==> src/rtl/ucsbece154b_issue_hazard_unit_pkg.sv <==
// Shared definitions for the N-lane issue/hazard unit.
// Holds the forward-select encoding, the load ResultSrc code and width helpers.
// Combinational helpers only; no state.
package ucsbece154b_issue_hazard_unit_pkg;

  // ResultSrc value that marks a load (lw) in the controller.
  localparam logic [1:0] RESULT_SRC_LOAD = 2'b01;

  // Forward select: 0 reads the register file.
  localparam int FORWARD_EX = 0;

  // M stage lane l forwards with code 1 + l.
  function automatic int forward_mem(input int lanes, input int l);
    return 1 + 0 * lanes + l;
  endfunction

  // W stage lane l forwards with code 1 + LANES + l.
  function automatic int forward_wb(input int lanes, input int l);
    return 1 + lanes + l;
  endfunction

  // Width of one lane's forward select: codes run 0..2*LANES.
  function automatic int fwd_width(input int lanes);
    return $clog2(2 * lanes + 1);
  endfunction

  // Width of the issue pointer; at least one bit so LANES=1 still elaborates.
  function automatic int base_width(input int lanes);
    return (lanes > 1) ? $clog2(lanes) : 1;
  endfunction

endpackage

==> src/rtl/ucsbece154b_issue_hazard_unit_fwd_select.sv <==
// One operand's forward select: picks the youngest M writer, else the youngest W writer.
// Latency: combinational, 0 cycles.
// Backpressure: none; M and W never stall.
// Ports: en (E lane valid), rs (source reg), m_rd/m_rw and w_rd/w_rw (per-lane
// destination and write enable of the M and W stages), sel (forward code).
module ucsbece154b_fwd_select
  import ucsbece154b_issue_hazard_unit_pkg::*;
#(
  parameter int LANES = 2,
  parameter int REGW  = 5,
  parameter int FW    = 3
) (
  input  logic                        en,
  input  logic [REGW-1:0]             rs,
  input  logic [LANES-1:0][REGW-1:0]  m_rd,
  input  logic [LANES-1:0]            m_rw,
  input  logic [LANES-1:0][REGW-1:0]  w_rd,
  input  logic [LANES-1:0]            w_rw,
  output logic [FW-1:0]               sel
);

  // Later assignments win: W lanes ascending, then M lanes ascending, so the
  // result is the highest matching M lane, else the highest matching W lane.
  always_comb begin
    sel = FW'(FORWARD_EX);
    if (en && rs != '0) begin
      for (int l = 0; l < LANES; l++)
        if (w_rw[l] && w_rd[l] == rs) sel = FW'(forward_wb(LANES, l));
      for (int l = 0; l < LANES; l++)
        if (m_rw[l] && m_rd[l] == rs) sel = FW'(forward_mem(LANES, l));
    end
  end

endmodule

==> src/rtl/ucsbece154b_issue_hazard_unit.sv <==
// Hazard/forwarding unit for an N-lane in-order pipeline with its own E/M/W scoreboard.
// Latency: all outputs combinational from state and inputs (0 cycles).
// Backpressure: stalls F/D on load-use or intra-bundle dependency; issues the bundle in pieces.
// Ports: D-stage lane fields in (ValidD/Rs1D/Rs2D/RdD/RegWriteD/LoadD), per-lane
// MisspredictE in; stall/flush controls, per-lane IssueD and ForwardAE/BE selects out.
module ucsbece154b_issue_hazard_unit
  import ucsbece154b_issue_hazard_unit_pkg::*;
#(
  parameter  int LANES = 2,
  parameter  int REGW  = 5,
  localparam int FW    = fwd_width(LANES)
) (
  input  logic                  clk,
  input  logic                  reset,
  input  logic [LANES-1:0]      ValidD_i,
  input  logic [LANES*REGW-1:0] Rs1D_i,
  input  logic [LANES*REGW-1:0] Rs2D_i,
  input  logic [LANES*REGW-1:0] RdD_i,
  input  logic [LANES-1:0]      RegWriteD_i,
  input  logic [LANES-1:0]      LoadD_i,
  input  logic [LANES-1:0]      MisspredictE_i,
  output logic                  StallF_o,
  output logic                  StallD_o,
  output logic                  FlushD_o,
  output logic [LANES-1:0]      FlushE_o,
  output logic [LANES-1:0]      FlushM_o,
  output logic [LANES-1:0]      IssueD_o,
  output logic [LANES*FW-1:0]   ForwardAE_o,
  output logic [LANES*FW-1:0]   ForwardBE_o
);

  localparam int BW = base_width(LANES);

  logic [LANES-1:0][REGW-1:0] rs1_d, rs2_d, rd_d;
  assign rs1_d = Rs1D_i;
  assign rs2_d = Rs2D_i;
  assign rd_d  = RdD_i;

  // Issue pointer: first lane of the current bundle not yet sent to E.
  logic [BW-1:0] base_q, base_d;

  logic [LANES-1:0]           e_vld_q, e_vld_d, e_rw_q, e_rw_d, e_ld_q, e_ld_d;
  logic [LANES-1:0][REGW-1:0] e_rd_q, e_rd_d, e_rs1_q, e_rs1_d, e_rs2_q, e_rs2_d;
  logic [LANES-1:0][REGW-1:0] m_rd_q, m_rd_d, w_rd_q, w_rd_d;
  logic [LANES-1:0]           m_rw_q, m_rw_d, w_rw_q, w_rw_d;

  logic [LANES-1:0] hz, issue, flush_m, seen_misp;
  logic             stall, misp;
  int               blk;

  // Per-lane hazard: load-use against any E load, or a RAW on an older
  // candidate lane of the same bundle.
  always_comb begin
    hz = '0;
    for (int j = 0; j < LANES; j++) begin
      for (int e = 0; e < LANES; e++)
        if (e_vld_q[e] && e_ld_q[e] && e_rd_q[e] != '0 &&
            (e_rd_q[e] == rs1_d[j] || e_rd_q[e] == rs2_d[j]))
          hz[j] = 1'b1;
      if (j > int'(base_q) && ValidD_i[j])
        for (int i = 0; i < j; i++)
          if (i >= int'(base_q) && ValidD_i[i] && RegWriteD_i[i] && rd_d[i] != '0 &&
              (rd_d[i] == rs1_d[j] || rd_d[i] == rs2_d[j]))
            hz[j] = 1'b1;
    end
  end

  // Block lane, issue mask and mispredict override.
  always_comb begin
    blk = LANES;
    for (int j = LANES - 1; j >= 0; j--)
      if (j >= int'(base_q) && hz[j]) blk = j;
    for (int l = 0; l < LANES; l++)
      issue[l] = (l >= int'(base_q)) && (l < blk) && ValidD_i[l];
    stall = (blk < LANES);

    // Lanes younger than the oldest mispredicting lane are squashed into M.
    misp      = |MisspredictE_i;
    seen_misp = '0;
    flush_m   = '0;
    for (int l = 0; l < LANES; l++) begin
      flush_m[l] = (l > 0) ? seen_misp[l-1] : 1'b0;
      seen_misp[l] = MisspredictE_i[l] | flush_m[l];
    end
    if (misp) begin
      issue = '0;
      stall = 1'b0;
    end
    base_d = stall ? BW'(blk) : '0;
  end

  // Scoreboard advance: D->E per issued lane, E->M unless squashed, M->W always.
  always_comb begin
    e_vld_d = issue;
    e_rw_d  = issue & RegWriteD_i;
    e_ld_d  = issue & LoadD_i;
    for (int l = 0; l < LANES; l++) begin
      e_rd_d[l]  = issue[l] ? rd_d[l]  : '0;
      e_rs1_d[l] = issue[l] ? rs1_d[l] : '0;
      e_rs2_d[l] = issue[l] ? rs2_d[l] : '0;
    end
    m_rd_d = e_rd_q;
    m_rw_d = e_rw_q & e_vld_q & ~flush_m;
    w_rd_d = m_rd_q;
    w_rw_d = m_rw_q;
  end

  always_ff @(posedge clk or posedge reset) begin
    if (reset) begin
      base_q  <= '0;
      e_vld_q <= '0;
      e_rw_q  <= '0;
      e_ld_q  <= '0;
      e_rd_q  <= '0;
      e_rs1_q <= '0;
      e_rs2_q <= '0;
      m_rd_q  <= '0;
      m_rw_q  <= '0;
      w_rd_q  <= '0;
      w_rw_q  <= '0;
    end else begin
      base_q  <= base_d;
      e_vld_q <= e_vld_d;
      e_rw_q  <= e_rw_d;
      e_ld_q  <= e_ld_d;
      e_rd_q  <= e_rd_d;
      e_rs1_q <= e_rs1_d;
      e_rs2_q <= e_rs2_d;
      m_rd_q  <= m_rd_d;
      m_rw_q  <= m_rw_d;
      w_rd_q  <= w_rd_d;
      w_rw_q  <= w_rw_d;
    end
  end

  logic [LANES-1:0][FW-1:0] fwd_a, fwd_b;

  for (genvar l = 0; l < LANES; l++) begin : g_fwd
    ucsbece154b_fwd_select #(.LANES(LANES), .REGW(REGW), .FW(FW)) u_fwd_a (
      .en   (e_vld_q[l]),
      .rs   (e_rs1_q[l]),
      .m_rd (m_rd_q),
      .m_rw (m_rw_q),
      .w_rd (w_rd_q),
      .w_rw (w_rw_q),
      .sel  (fwd_a[l])
    );
    ucsbece154b_fwd_select #(.LANES(LANES), .REGW(REGW), .FW(FW)) u_fwd_b (
      .en   (e_vld_q[l]),
      .rs   (e_rs2_q[l]),
      .m_rd (m_rd_q),
      .m_rw (m_rw_q),
      .w_rd (w_rd_q),
      .w_rw (w_rw_q),
      .sel  (fwd_b[l])
    );
  end

  // Every output reads 0 while reset is held.
  assign StallF_o    = !reset && stall;
  assign StallD_o    = !reset && stall;
  assign FlushD_o    = !reset && misp;
  assign FlushE_o    = reset ? '0 : ~issue;
  assign FlushM_o    = reset ? '0 : flush_m;
  assign IssueD_o    = reset ? '0 : issue;
  assign ForwardAE_o = reset ? '0 : fwd_a;
  assign ForwardBE_o = reset ? '0 : fwd_b;

endmodule

==> config.mk <==
export PLATFORM = sky130hd
export DESIGN_NAME = ucsbece154b_issue_hazard_unit
export DESIGN_NICKNAME = d
export VERILOG_FILES = /design/src/rtl/ucsbece154b_issue_hazard_unit_pkg.sv /design/src/rtl/ucsbece154b_issue_hazard_unit_fwd_select.sv /design/src/rtl/ucsbece154b_issue_hazard_unit.sv
export SDC_FILE = /design/constraint.sdc
export NUM_CORES = 1
export LEC_CHECK = 0
export CORE_MARGIN = 3
export CORE_UTILIZATION = 55
export CTS_CLUSTER_DIAMETER = 100
export DETAILED_ROUTE_END_ITERATION = 7
export PLACE_DENSITY = 0.81
export REMOVE_ABC_BUFFERS = 1
export SLEW_MARGIN = 20
export SYNTH_ARGS = -nofsm -noshare
export SYNTH_HDL_FRONTEND = slang
export SYNTH_SLANG_ARGS = --single-unit
==> constraint.sdc <==
create_clock -name clk -period 3.3 [get_ports clk]
set_input_delay 0.33 -clock clk [delete_from_list [all_inputs] [get_ports clk]]
set_output_delay 0.33 -clock clk [all_outputs]
set_load 0.05 [all_outputs]
==> impl_metrics.ini <==
[run]
max-cap-violations = 0

[clock_tree]
worst_setup_hold_path_clk_slew_ns = 0.07
tritoncts_buffer_count = 9
cts_buffer_depth = 2
cts.root.buffer_cell = clkbuf_8
cts_hold_buf = 0
htree_depth = 3
cts_tree = done
numClockSinks = 61
cts.repair_timing.setup_buffer_count = 0
post_cts_resized = 0
clock_insertion_delay_worst_skew_ns = 0.34

[synth]
post_synth_instance_area_sq_um = 3970
synth-seq-area-share_pct = 38.5
synthesis.area_per_instance_sq_um = 10.2
async_flop_share_pct = 100
synth-edff-count = 0
synthFlopType = dfrtp_1
yosysTopAreaCell = dfrtp_1
yosys-top-cells-area = dfrtp_1 38%, xor2_1 23%, nor4b_2 6.4%, xnor2_1 5.7%, and2_1 3.5%
count_of_warnings_emitted_by_yosys = 0
syn_inst = 391
synth.ff_latch_count = 61
synth_top_area_share_pct = 38.5
synth.distinct_cells = 40

[die]
core.rowCount = 30
die_footprint_sq_um = 8270
dieHeight_microns = 90.9
placeableCoreArea_sq_um = 6910
die-width_microns = 90.9
ios = 61
initial_standard_cell_utilization_of_the_core_pct = 57.5

[setup_path]
critical_path.max_fanout = 11
path_class = reg2out
cp.buffers_inverters = 1
critPathSlowestCell = or4_1
setup_crit_start_kind = flip-flop
r2r-start = e_rd_q[1]
cp.required_ns = 2.97
timing.critical_path.arrival_ns = 2.68
timing.critical_path.cells = or4_1 > o211ai_2 > or2_2 > o22ai_2 > o311a_1 > buf_12
critical-path-max-stage-delay_ns = 0.56
critical_path.top_delay_family = compound AO/OA/AOI/OAI gates
worst_setup_path_startpoint = e_rd_q[1]
endpoint_kind = output port

[outcome]
outcome = completed

[cells_and_area]
final_layout_size_suffix_gt1_share_pct = 13.8
n_fill_cell = 543
final_util_pct = 68.5
multi_input_comb_area_sq_um = 2250
num_antenna_cells = 0
seqCellArea_sq_um = 1530
layout.nets = 463
areaGrowthSynthToFinish_pct = 19.1

[sta]
layout_min_cycle_time_ns = 3.01
hold_ws_ns = 0.491
grt_setup_unrepaired = no
post_route_skew_ns = 0.00943
slew_viol_final = 0
worst_margin_slew_ns = 0.663
clock.fmax_mhz = 332
finalHoldViolCount = 0
min_period_over_period_pct = 91.2
setup_violations = 0
maxSlewHeadroom_pct = 55.8
finalSetupTns_ns = 0

[power]
p_leak_nw = 2.36
ir_drop_mv = 0.267
power.density_cell_area_nw_per_um2 = 363

[drt]
routed_wirelength_microns = 9740
avgViaCountPerCell = 5.70
antenna_violating_nets_post_route = 0
dr_total_vias = 2987
avgRoutedWirePerCell_microns = 18.6
number_of_violations_reported_at_the_end_of_detailed_routing_iteration_0 = 162
drc = 0
drt_pass1_iterations = 4

[global_routing]
globalRouteOverflowTotal = 0
grt_pass1_wl_microns = 15600
grt_max_degree = 53
grtUsageTotal_pct = 24.3
antenna_found_initial = 0
vias_in_the_first_global_route = 3166

[place]
finalWeightedCongestion = 0.892
dp_hpwl_microns = 7350
io_buffers = 59

[min_path]
hp-class = reg2reg
hp-start = e_rw_q[0]
-- state kept, by name, indices dropped and copies added (netlist names) --
register / count
e_vld_q: 2
e_ld_q: 2
w_rd_q: 10
m_rd_q: 10
m_rw_q: 2
e_rs1_q: 10
e_rw_q: 2
e_rs2_q: 10
base_q: 1
e_rd_q: 10
w_rw_q: 2
-- metrics by stage --
step | total power [mW] | cells | instance area (sq um) | setup slack (ns)
3_3_place_gp | 1.06 | 508 | 4530 | 0.401
4_1_cts | 1.73 | 524 | 4730 | 0.271
6_report | 1.72 | 524 | 4730 | 0.292
5_1_grt | 1.79 | 524 | 4730 | 0.202
2_1_floorplan | 0.953 | 349 | 3770 | -0.259
3_5_place_dp | 1.07 | 508 | 4530 | 0.370
-- kinds of logic (layout without fill, tap and decap cells) --
kind of cell / count (synthesis) / in the layout / synth area share [%]
xor gates and xnor gates: 130 / 130 / 28.7
and+or+nand+nor: 127 / 127 / 22.4
DFF: 61 / 61 / 38.5
buffers and inverters: 43 / 80 / 5.11
AOI/OAI and AO/OA: 29 / 29 / 5.30
other: 1 / 1 / 0.0945
-- path summary, 6_finish.rpt --
| check | end | slack, ns | cells after the start |
|---|---|---|---|
| min | m_rw_q[0] | 0.49 | 1 |
| min in group asynchronous | e_rw_q[0] | 0.54 | 2 |
| max | StallD_o | 0.29 | 6 |
| max reg2reg | e_rs2_q[7] | 0.97 | 6 |
| min reg2reg | m_rw_q[0] | 0.49 | 1 |
| max in group asynchronous | e_vld_q[0] | 1.86 | 3 |
-- synthesized netlist by cell type, drive strengths merged (4+ instances only) --
master    n
xor2    104
dfrtp    61
xnor2    26
and2     22
clkbuf   22
buf      20
nor4     17
nor4b    17
nor2     15
nand3    10
nor3      9
and3      8
nand2     7
or4       7
o21ai     5
or2       5
a21oi     4
a22oi     4
a31oi     4
nor2b     4
nor3b     4
-- power breakdown --
| part | total, mW | internal [mW] | switching (mW) |
|---|---|---|---|
| logic | 0.253 | 0.128 | 0.125 |
| clock network | 0.660 | 0.350 | 0.310 |
| registers | 0.805 | 0.765 | 0.0394 |
-- placed cells by master (no fill, tap or decap), drive strengths merged, types with 10 or more instances in the layout --
cell type,synthesis,final
and2,22,22
buf,20,14
clkdlybuf4s50,0,49
dfrtp,61,61
nand3,10,10
nor2,15,15
nor4,17,17
nor4b,17,17
xnor2,26,26
xor2,104,104
-- layout make-up --
type	count	area share (%)
repair buffers	63	13.4
multi-input cells	287	47.5
inverters	1	0.0794
clock buffers	9	2.62
clock inverters	7	1.59
flip-flops and latches	61	32.3
well taps	96	2.54
-- routing by layer --
metal / up-vias / track usage, % / part of all wire [%]
met4: 0 / 10.2 / 3.0
met3: 28 / 5.55 / 5.2
met2: 118 / 42.1 / 52
met5: - / 0 / 0
met1: 1471 / 29.0 / 40
li1: 1370 / - / -
Note: power is estimated with default switching activity, not from simulation.
